$ cat config.mk
export PLATFORM = sky130hd
export DESIGN_NAME = stream_demux_1to4
export DESIGN_NICKNAME = d
export VERILOG_FILES = /design/src/rtl/stream_demux_1to4.sv
export SDC_FILE = /design/constraint.sdc
export NUM_CORES = 1
export LEC_CHECK = 0
export ABC_CLOCK_PERIOD_IN_PS = 4500
export BUFFER_PORTS_ARGS = -buffer_cell sky130_fd_sc_hd__buf_2
export CORE_ASPECT_RATIO = 2
export CORE_MARGIN = 3
export CORE_UTILIZATION = 56
export CTS_BUF_LIST = sky130_fd_sc_hd__clkbuf_4 sky130_fd_sc_hd__clkbuf_8
export DETAILED_ROUTE_END_ITERATION = 10
export GPL_ROUTABILITY_DRIVEN = 0
export PLACE_DENSITY = 0.92
export SYNTH_ARGS = -nofsm -noshare
export SYNTH_HDL_FRONTEND = slang
export SYNTH_HIERARCHICAL = 1
export SYNTH_SLANG_ARGS = --single-unit
$ cat constraint.sdc
create_clock -name clk -period 4.5 [get_ports clk]
set_input_delay 0.45 -clock clk [delete_from_list [all_inputs] [get_ports clk]]
set_output_delay 0.45 -clock clk [all_outputs]
set_load 0.03 [all_outputs]
$ cat src/rtl/stream_demux_1to4.sv
// stream_demux_1to4: routes a packetised input stream to one of four output
// channels. The channel is picked by in_sel on the first word of a packet and
// held for the rest of the packet. Each channel has a single-entry output slot.

// One output slot: a word register plus its valid flag. A load wins over a
// drain in the same cycle, so back-to-back words pass through without a bubble.
module stream_demux_slot #(
  parameter int WIDTH = 16
) (
  input  logic             clk,
  input  logic             rst,
  input  logic             load,
  input  logic [WIDTH-1:0] ld_data,
  input  logic             ld_last,
  input  logic             ready,
  output logic [WIDTH-1:0] data,
  output logic             last,
  output logic             valid
);

  // Slot register: reset clears everything, load overwrites, drain empties.
  always_ff @(posedge clk) begin
    if (rst) begin
      data  <= '0;
      last  <= 1'b0;
      valid <= 1'b0;
    end else if (load) begin
      data  <= ld_data;
      last  <= ld_last;
      valid <= 1'b1;
    end else if (valid && ready) begin
      valid <= 1'b0;
    end
  end

endmodule

module stream_demux_1to4 #(
  parameter int WIDTH = 16
) (
  input  logic                 clk,
  input  logic                 rst,
  input  logic [WIDTH-1:0]     in_data,
  input  logic [1:0]           in_sel,
  input  logic                 in_last,
  input  logic                 in_valid,
  output logic                 in_ready,
  output logic [4*WIDTH-1:0]   out_data,
  output logic [3:0]           out_last,
  output logic [3:0]           out_valid,
  input  logic [3:0]           out_ready,
  output logic                 busy,
  output logic [1:0]           active_ch,
  output logic [7:0]           pkt_count
);

  localparam int NUM_LANES = 4;

  typedef enum logic {IDLE = 1'b0, BURST = 1'b1} state_t;

  state_t         state, state_nxt;
  logic [1:0]     locked_ch;
  logic [1:0]     target;
  logic           accept;
  logic [NUM_LANES-1:0] load;

  // Destination follows in_sel between packets and the latched channel inside one.
  assign target    = (state == BURST) ? locked_ch : in_sel;
  assign active_ch = target;
  assign busy      = (state == BURST);

  // A word can go in if the target slot is empty or is being emptied this cycle.
  assign in_ready  = !out_valid[target] || out_ready[target];
  assign accept    = in_valid && in_ready;

  // Per-channel slots; only the target slot ever sees a load.
  for (genvar k = 0; k < NUM_LANES; k++) begin : g_lane
    assign load[k] = accept && (target == 2'(k));

    stream_demux_slot #(.WIDTH(WIDTH)) u_slot (
      .clk     (clk),
      .rst     (rst),
      .load    (load[k]),
      .ld_data (in_data),
      .ld_last (in_last),
      .ready   (out_ready[k]),
      .data    (out_data[k*WIDTH +: WIDTH]),
      .last    (out_last[k]),
      .valid   (out_valid[k])
    );
  end

  // Packet framing: a non-last first word opens a burst, a last word closes it.
  always_comb begin
    state_nxt = state;
    case (state)
      IDLE:    if (accept && !in_last) state_nxt = BURST;
      BURST:   if (accept &&  in_last) state_nxt = IDLE;
      default: state_nxt = IDLE;
    endcase
  end

  // State, locked channel and packet counter registers.
  always_ff @(posedge clk) begin
    if (rst) begin
      state     <= IDLE;
      locked_ch <= 2'd0;
      pkt_count <= 8'd0;
    end else begin
      state <= state_nxt;
      if (state == IDLE && accept && !in_last) locked_ch <= in_sel;
      if (accept && in_last) pkt_count <= pkt_count + 8'd1;
    end
  end

endmodule

==> impl_metrics.yaml, run 1 <==
status:
  status: "finished clean"
layout:
  nFillCells: 385
  final_cell_count_no_fill: 485
  post_route_cells_drive_above_1_share_pct: 32.71
  nets: 447
  diodes: 0
  area_delta_synth_final_pct: 22.85
clocking:
  clkTransAtPathRegs_ns: 0.08
  cts_resized: 0
  post_cts_buffers: 0
  numCtsBuffers: 9
  cts_hold_buf: 0
  cts_tree: "done"
  cts_buffer_depth: 2
  cts_root_buf: "clkbuf_8"
  htree_levels: 3
  clkSinkCount: 83
  clk_latency_ns: 0.35
drt:
  totalWireLength_um: 7810
  wl_per_cell_um: 16.10
  drt-pass1-iter-count: 4
  vias: 2605
  avgViaCountPerCell: 5.371
  drc: 0
  ant_nets: 0
  drt_iter0_markers: 140
place:
  dp_slack_ns: 1.628
  dp_hpwl_um: 5523
  io_buffers: 109
  numPlacedInstances: 469
grt:
  grt_pass1_vias: 2675
  grt_pass1_wl_um: 12660
  grt.overflow.total: 0
  grt_max_degree: 49
  antenna_found_initial: 0
  grt_use_total_pct: 25.03
sta:
  finalCritPeriodShare_pct: 62.69
  min_period_ns: 2.821
  rsz0062_at_grt: "no"
  tightestPinTransition_ns: 1.234
  max_freq_ghz: 0.3545
  fin_ws_ns: 1.679
  slew_headroom_pct: 17.62
  setup_viol: 0
  tns_ns: 0
  drv_slew: 0
  finClkSkew_ns: 0.005820
  hold_viol_final: 0
power_and_ir_drop:
  peakVddDrop_mv: 0.4042
  power_per_cell_area_nw_per_um2: 433.5
  leakage_uw: 0.001791
setup_path:
  worst_path_most_repeated_cell: "mux2i_1"
  cp_num_buf_inv: 1
  crit_type: "reg -> reg"
  crit_chain: "mux2i_2, inv_2, mux2i_1, nand2_1, nor2_2, mux2i_1, nor2_1"
  crit_path_end_kind: "flip-flop"
  path_max_fanout: 18
  cp_data_arrival_time_ns: 3.03
  critPathLaunchType: "flip-flop"
  slowest_stage: "nor2_2"
  worstPathRequired_ns: 4.71
  crit_family: "simple AND/OR/NAND/NOR gates"
  critical_path.max_stage_delay_ns: 0.95
  ff2ff_setup_slack_ns: 1.68
floorplanning:
  chipWidth_um: 59.94
  die_y_um: 113.9
  die-area_um2: 6825
  pin_count: 110
  rows: 38
  design.core.area_um2: 5515
  start_util_pct: 59.07
worst_hold_path:
  hp-class: "in -> reg"
synthesis:
  yosysWarnings: 6
  synth-seq-cells: 83
  synth_fp_nets: 341
  synth_cell_types: 27
  syn_area_um2: 3258
  avgSynthCellArea_um2: 10.38
  yosysSeqAreaShare_pct: 51.00
  synthCells: 314
flow_run:
  maxCapViolCount: 0
synthesized netlist by cell type:
cell type,instances,share of area [%]
buf_12,4,2.5
o21ai_0,2,0.31
nand4_1,2,0.38
nor3_1,1,0.15
a21oi_1,10,1.5
or4_1,4,0.92
a211oi_1,1,0.23
a22oi_2,1,0.38
clkbuf_1,1,0.12
or2_2,1,0.19
inv_1,8,0.92
buf_6,5,1.7
buf_2,8,1.2
mux2i_2,2,0.84
nand2b_1,10,1.9
mux2_2,1,0.35
nand3_1,3,0.46
dfxtp_1,83,51
or3_1,2,0.38
ha_1,1,0.38
nand2_1,4,0.46
mux2i_1,74,23
o31ai_1,4,0.92
nor2_1,74,8.5
and2_1,1,0.19
nor2b_1,6,1.2
inv_2,1,0.12
tightest hold or removal path, cell delays in order:
cell,delay [ns]
buf_2,0.08
nand2b_1,0.09
a21oi_1,0.06
power by group:
| group | internal (µW) | switching [µW] |
|---|---|---|
| Clock | 423 | 264 |
| Combinational | 87.2 | 170 |
| Sequential | 769 | 21.7 |
| Total | 1280 | 456 |
cells in the final DEF (no fill, tap or decap), drive strengths merged:
| cell type | Yosys | final |
|---|---|---|
| ha | 1 | 1 |
| nor2 | 74 | 74 |
| clkinv | 0 | 1 |
| a22oi | 1 | 1 |
| nand2b | 10 | 10 |
| clkinvlp | 0 | 2 |
| o21ai | 2 | 2 |
| nand3 | 3 | 3 |
| mux2i | 76 | 76 |
| or3 | 2 | 2 |
| mux2 | 1 | 1 |
| o31ai | 4 | 4 |
| clkbuf | 1 | 9 |
| nand2 | 4 | 4 |
| and2 | 1 | 1 |
| or4 | 4 | 4 |
| dfxtp | 83 | 83 |
| or2 | 1 | 1 |
| inv | 9 | 9 |
| buf | 17 | 113 |
| nand4 | 2 | 2 |
| bufinv | 0 | 4 |
| a21oi | 10 | 10 |
| a211oi | 1 | 1 |
| nor3 | 1 | 1 |
| nor2b | 6 | 6 |
cell families after synthesis:
logic type,after synthesis,synth area share (%)
DFF,83,51.00
muxes,77,23.92
buffers and inverters,27,6.567
adders and majority gates,1,0.3840
AOI/OAI and AO/OA,18,3.380
and+or+nand+nor,108,14.75
final timing paths:
kind	start	end	depth (start not counted)
max reg2reg	flip-flop	g_lane[3].u_slot/data[2]	7
min	out_ready[3]	g_lane[3].u_slot/valid	3
max	flip-flop	g_lane[3].u_slot/data[2]	7
min reg2reg	locked_ch[0]	locked_ch[0]	2
metal layers:
layer	global-route usage [%]	vias to the layer above	part of all wire, %
met5	0	-	0
met4	14.20	0	2.9
met3	5.436	17	6.5
met2	43.86	94	54
met1	26.14	1230	36
li1	-	1264	-
metrics by stage:
step	power, µW	area [µm²]	hold WS [ns]	util, %
2_1_floorplan	999.1	3258	0.4488	-
3_3_place_gp	1058	3739	0.4593	67.79
3_5_place_dp	1065	3739	0.4743	67.79
4_1_cts	1750	4003	0.3521	72.57
5_1_grt	1805	4003	0.3750	72.57
6_report	1735	4003	0.3747	72.57
area by class of cell:
| class | count | area (µm²) | area share [%] |
|---|---|---|---|
| repair buffers | 113 | 575.6 | 14.38 |
| clock inverters | 7 | 140.1 | 3.501 |
| clock buffers | 9 | 123.9 | 3.095 |
| flip-flops and latches | 83 | 1662 | 41.51 |
| well taps | 60 | 75.07 | 1.876 |
| multi-input cells | 204 | 1393 | 34.79 |
| inverters | 9 | 33.78 | 0.8440 |
state kept, by name, summed over array words and instances, names as in the netlist, named ones only:
| signal | flops |
|---|---|
| pkt_count | 8 |
| g_lane.u_slot/valid | 4 |
| locked_ch | 2 |
| g_lane.u_slot/last | 4 |
| g_lane.u_slot/data | 64 |
Note: power is estimated with default switching activity, not from simulation.
==> run 2, diff against run 1 <==
- ABC_AREA: default -> 1
- ABC_CLOCK_PERIOD_IN_PS: 4500 -> 2400
- CORE_UTILIZATION: 56 -> 47
- PLACE_DENSITY: 0.92 -> 0.82
- clock period: 4.5 -> 2.4 ns (I/O delays scaled with it)
==> impl_metrics.yaml, run 2 <==
clocking:
  htree_levels: 3
  cts_resized: 0
  post_cts_buffers: 0
  numCtsBuffers: 9
  clk_latency_ns: 0.36
  cts_tree: "done"
  cts_buffer_depth: 2
  cts_hold_buf: 0
  cts_root_buf: "clkbuf_8"
  clkTransAtPathRegs_ns: 0.09
  clkSinkCount: 83
drt:
  wl_met2_um: 5035
  routed.top_layer: "met4"
  routed-wl-met3_um: 538
  drc: 0
  drt_iter0_markers: 199
  ant_nets: 0
  avgViaCountPerCell: 5.039
  met1_length_um: 3347
  wl_per_cell_um: 14.74
  drt-pass1-iter-count: 5
  vias: 3134
  totalWireLength_um: 9167
place:
  io_buffers: 109
  dp_hpwl_um: 6913
floorplanning:
  pin_count: 110
  design.core.area_um2: 6994
  die-area_um2: 8343
  start_util_pct: 48.55
  die_y_um: 126.2
  rows: 43
  chipWidth_um: 66.11
grt:
  antenna_found_initial: 0
  grt_pass1_wl_um: 14370
  grt_max_degree: 19
  grt.overflow.total: 0
  grt_use_total_pct: 22.59
  grt_pass1_vias: 2896
sta:
  tightestPinTransition_ns: 0.4111
  min_period_ns: 2.138
  hold_viol_final: 0
  slew_headroom_pct: 72.59
  max_freq_ghz: 0.4677
  rsz0062_at_grt: "no"
  finClkSkew_ns: 0.01101
  hold_ws_ns: 0.1566
  drv_slew: 0
  tns_ns: 0
  setup_viol: 0
  finalCritPeriodShare_pct: 89.08
setup_path:
  worst_path_most_repeated_cell: "nand2_1"
  crit_family: "simple AND/OR/NAND/NOR gates"
  worstPathRequired_ns: 2.64
  crit_path_end_kind: "flip-flop"
  critPathLaunchType: "flip-flop"
  cp_data_arrival_time_ns: 2.38
  crit_chain: "inv_2, nand2_1, nand2_1, nand3_1, nand2_1, nor2_2, nand2_2, nand2_4, nor3_2, buf_4, inv_8, nor2_1, nor2_1"
  ff2ff_setup_slack_ns: 0.26
  ff2ff_path_depth: 13
  crit_type: "reg -> reg"
  critical_path.max_stage_delay_ns: 0.37
  cp_num_buf_inv: 3
  regToRegEndpoint: "g_lane[2].u_slot/data[1]"
  path_max_fanout: 18
  slowest_stage: "dfxtp_1"
layout:
  final_common_cell: "nor2_1"
  nets: 554
  largest_reg_flops: 64
  reg_top3: "g_lane.u_slot/data: 64 flops, pkt_count: 8 flops"
  diodes: 0
  post_route_cells_drive_above_1_share_pct: 30.26
  area_delta_synth_final_pct: 21.44
  mostFrequentLayoutCells: "nor2_1 (139), buf_2 (109), dfxtp_1 (83)"
  largest_register: "g_lane.u_slot/data"
synthesis:
  synth-seq-cells: 83
  synth-edff-count: 0
  ys.flop_type: "dfxtp_1"
  yosysWarnings: 6
  yosysTopAreaCellShare_pct: 48.93
  ys_top_cells_by_area: "dfxtp_1 (49%), nor2_1 (15%), o21ai_0 (8.3%), nand2_1 (4.1%), buf_12 (2.4%)"
  synth_common_cells: "nor2_1 (139), dfxtp_1 (83), o21ai_0 (56)"
  yosysSeqAreaShare_pct: 48.93
  synth_largest_area_cell: "dfxtp_1"
  syn_area_um2: 3396
  synth_cell_types: 27
  async_reset_ff_share_pct: 0
  synthCells: 423
  synth.most_common_cell: "nor2_1"
  avgSynthCellArea_um2: 8.028
  synth_fp_nets: 450
power_and_ir_drop:
  peakVddDrop_mv: 0.5001
  p_sw_share_pct: 29.58
  seqPwrFrac_pct: 44.2
  leakage_uw: 0.002091
  p_switching_uw: 1038
  p_clk_share_pct: 37.1
  power_per_cell_area_nw_per_um2: 850.7
  p_comb_share_pct: 18.7
  finalPower_uw: 3508
  p_int_uw: 2470
worst_hold_path:
  hp-class: "in -> reg"
  min_delay_path_depth: 4
  holdCritStartpoint: "out_ready[0]"
  holdPathEnd: "g_lane[0].u_slot/valid"
flow_run:
  maxCapViolCount: 0
status:
  status: "finished clean"
## run 2: power groups by stage
stage / Clock, µW / Sequential, µW / Combinational, µW
final: 1300 / 1550 / 656
after global placement: 0 / 1580 / 647
after floorplan: 0 / 1770 / 286
after global routing: 1380 / 1560 / 709
after detailed placement: 0 / 1580 / 656
after CTS: 1330 / 1550 / 659
## run 2: logic make-up after synthesis
| family | after synthesis | synth area share, % |
|---|---|---|
| buf+inv | 41 | 10.24 |
| xor+xnor | 5 | 1.290 |
| simple gates | 212 | 26.79 |
| fa+ha+maj | 1 | 0.3684 |
| compound gates | 81 | 12.38 |
| flops | 83 | 48.93 |
## run 2: cell type report
| class | count | area (µm²) |
|---|---|---|
| Fill cell | 639 | 2870 |
| Sequential cell | 83 | 1662 |
| Inverter | 21 | 108.9 |
| Tap cell | 90 | 112.6 |
| Clock inverter | 6 | 137.6 |
| Timing Repair Buffer | 113 | 575.6 |
| Multi-Input combinational cell | 299 | 1396 |
| Clock buffer | 10 | 131.4 |
## run 2: worst reg2reg max path: stages (launching register included)
cell and delay, ns:
dfxtp_1 0.37, inv_2 0.14, nand2_1 0.07, nand2_1 0.17, nand3_1 0.11, nand2_1 0.10
nor2_2 0.04, nand2_2 0.20, nand2_4 0.11, nor3_2 0.16, buf_4 0.29, inv_8 0.11
nor2_1 0.10, nor2_1 0.05
## run 2: metal layers
| metal | vias up | GRT usage [%] |
|---|---|---|
| li1 | 1571 | - |
| met1 | 1428 | 24.00 |
| met2 | 117 | 40.19 |
| met3 | 18 | 5.442 |
| met4 | 0 | 10.78 |
| met5 | - | 0 |
## run 2: worst max path at each step
stage	from	to	slack, ns	cells past startpoint
global placement	flip-flop	g_lane[2].u_slot/data[13]	0.39	13
CTS	flip-flop	g_lane[2].u_slot/data[4]	0.27	13
finish	flip-flop	g_lane[2].u_slot/data[1]	0.26	13
global route	flip-flop	g_lane[3].u_slot/data[6]	0.04	13
floorplan	flip-flop	g_lane[2].u_slot/data[10]	0.20	16
detailed placement	flip-flop	g_lane[2].u_slot/data[4]	0.28	13
## run 2: metrics by stage
stage,setup WS [ns],utilization [%],area (µm²),std cells
2_1_floorplan,0.2016,-,3396,423
3_3_place_gp,0.3891,55.12,3855,606
3_5_place_dp,0.2806,55.12,3855,606
4_1_cts,0.2708,58.96,4124,622
5_1_grt,0.04450,58.96,4124,622
6_report,0.2621,58.96,4124,622
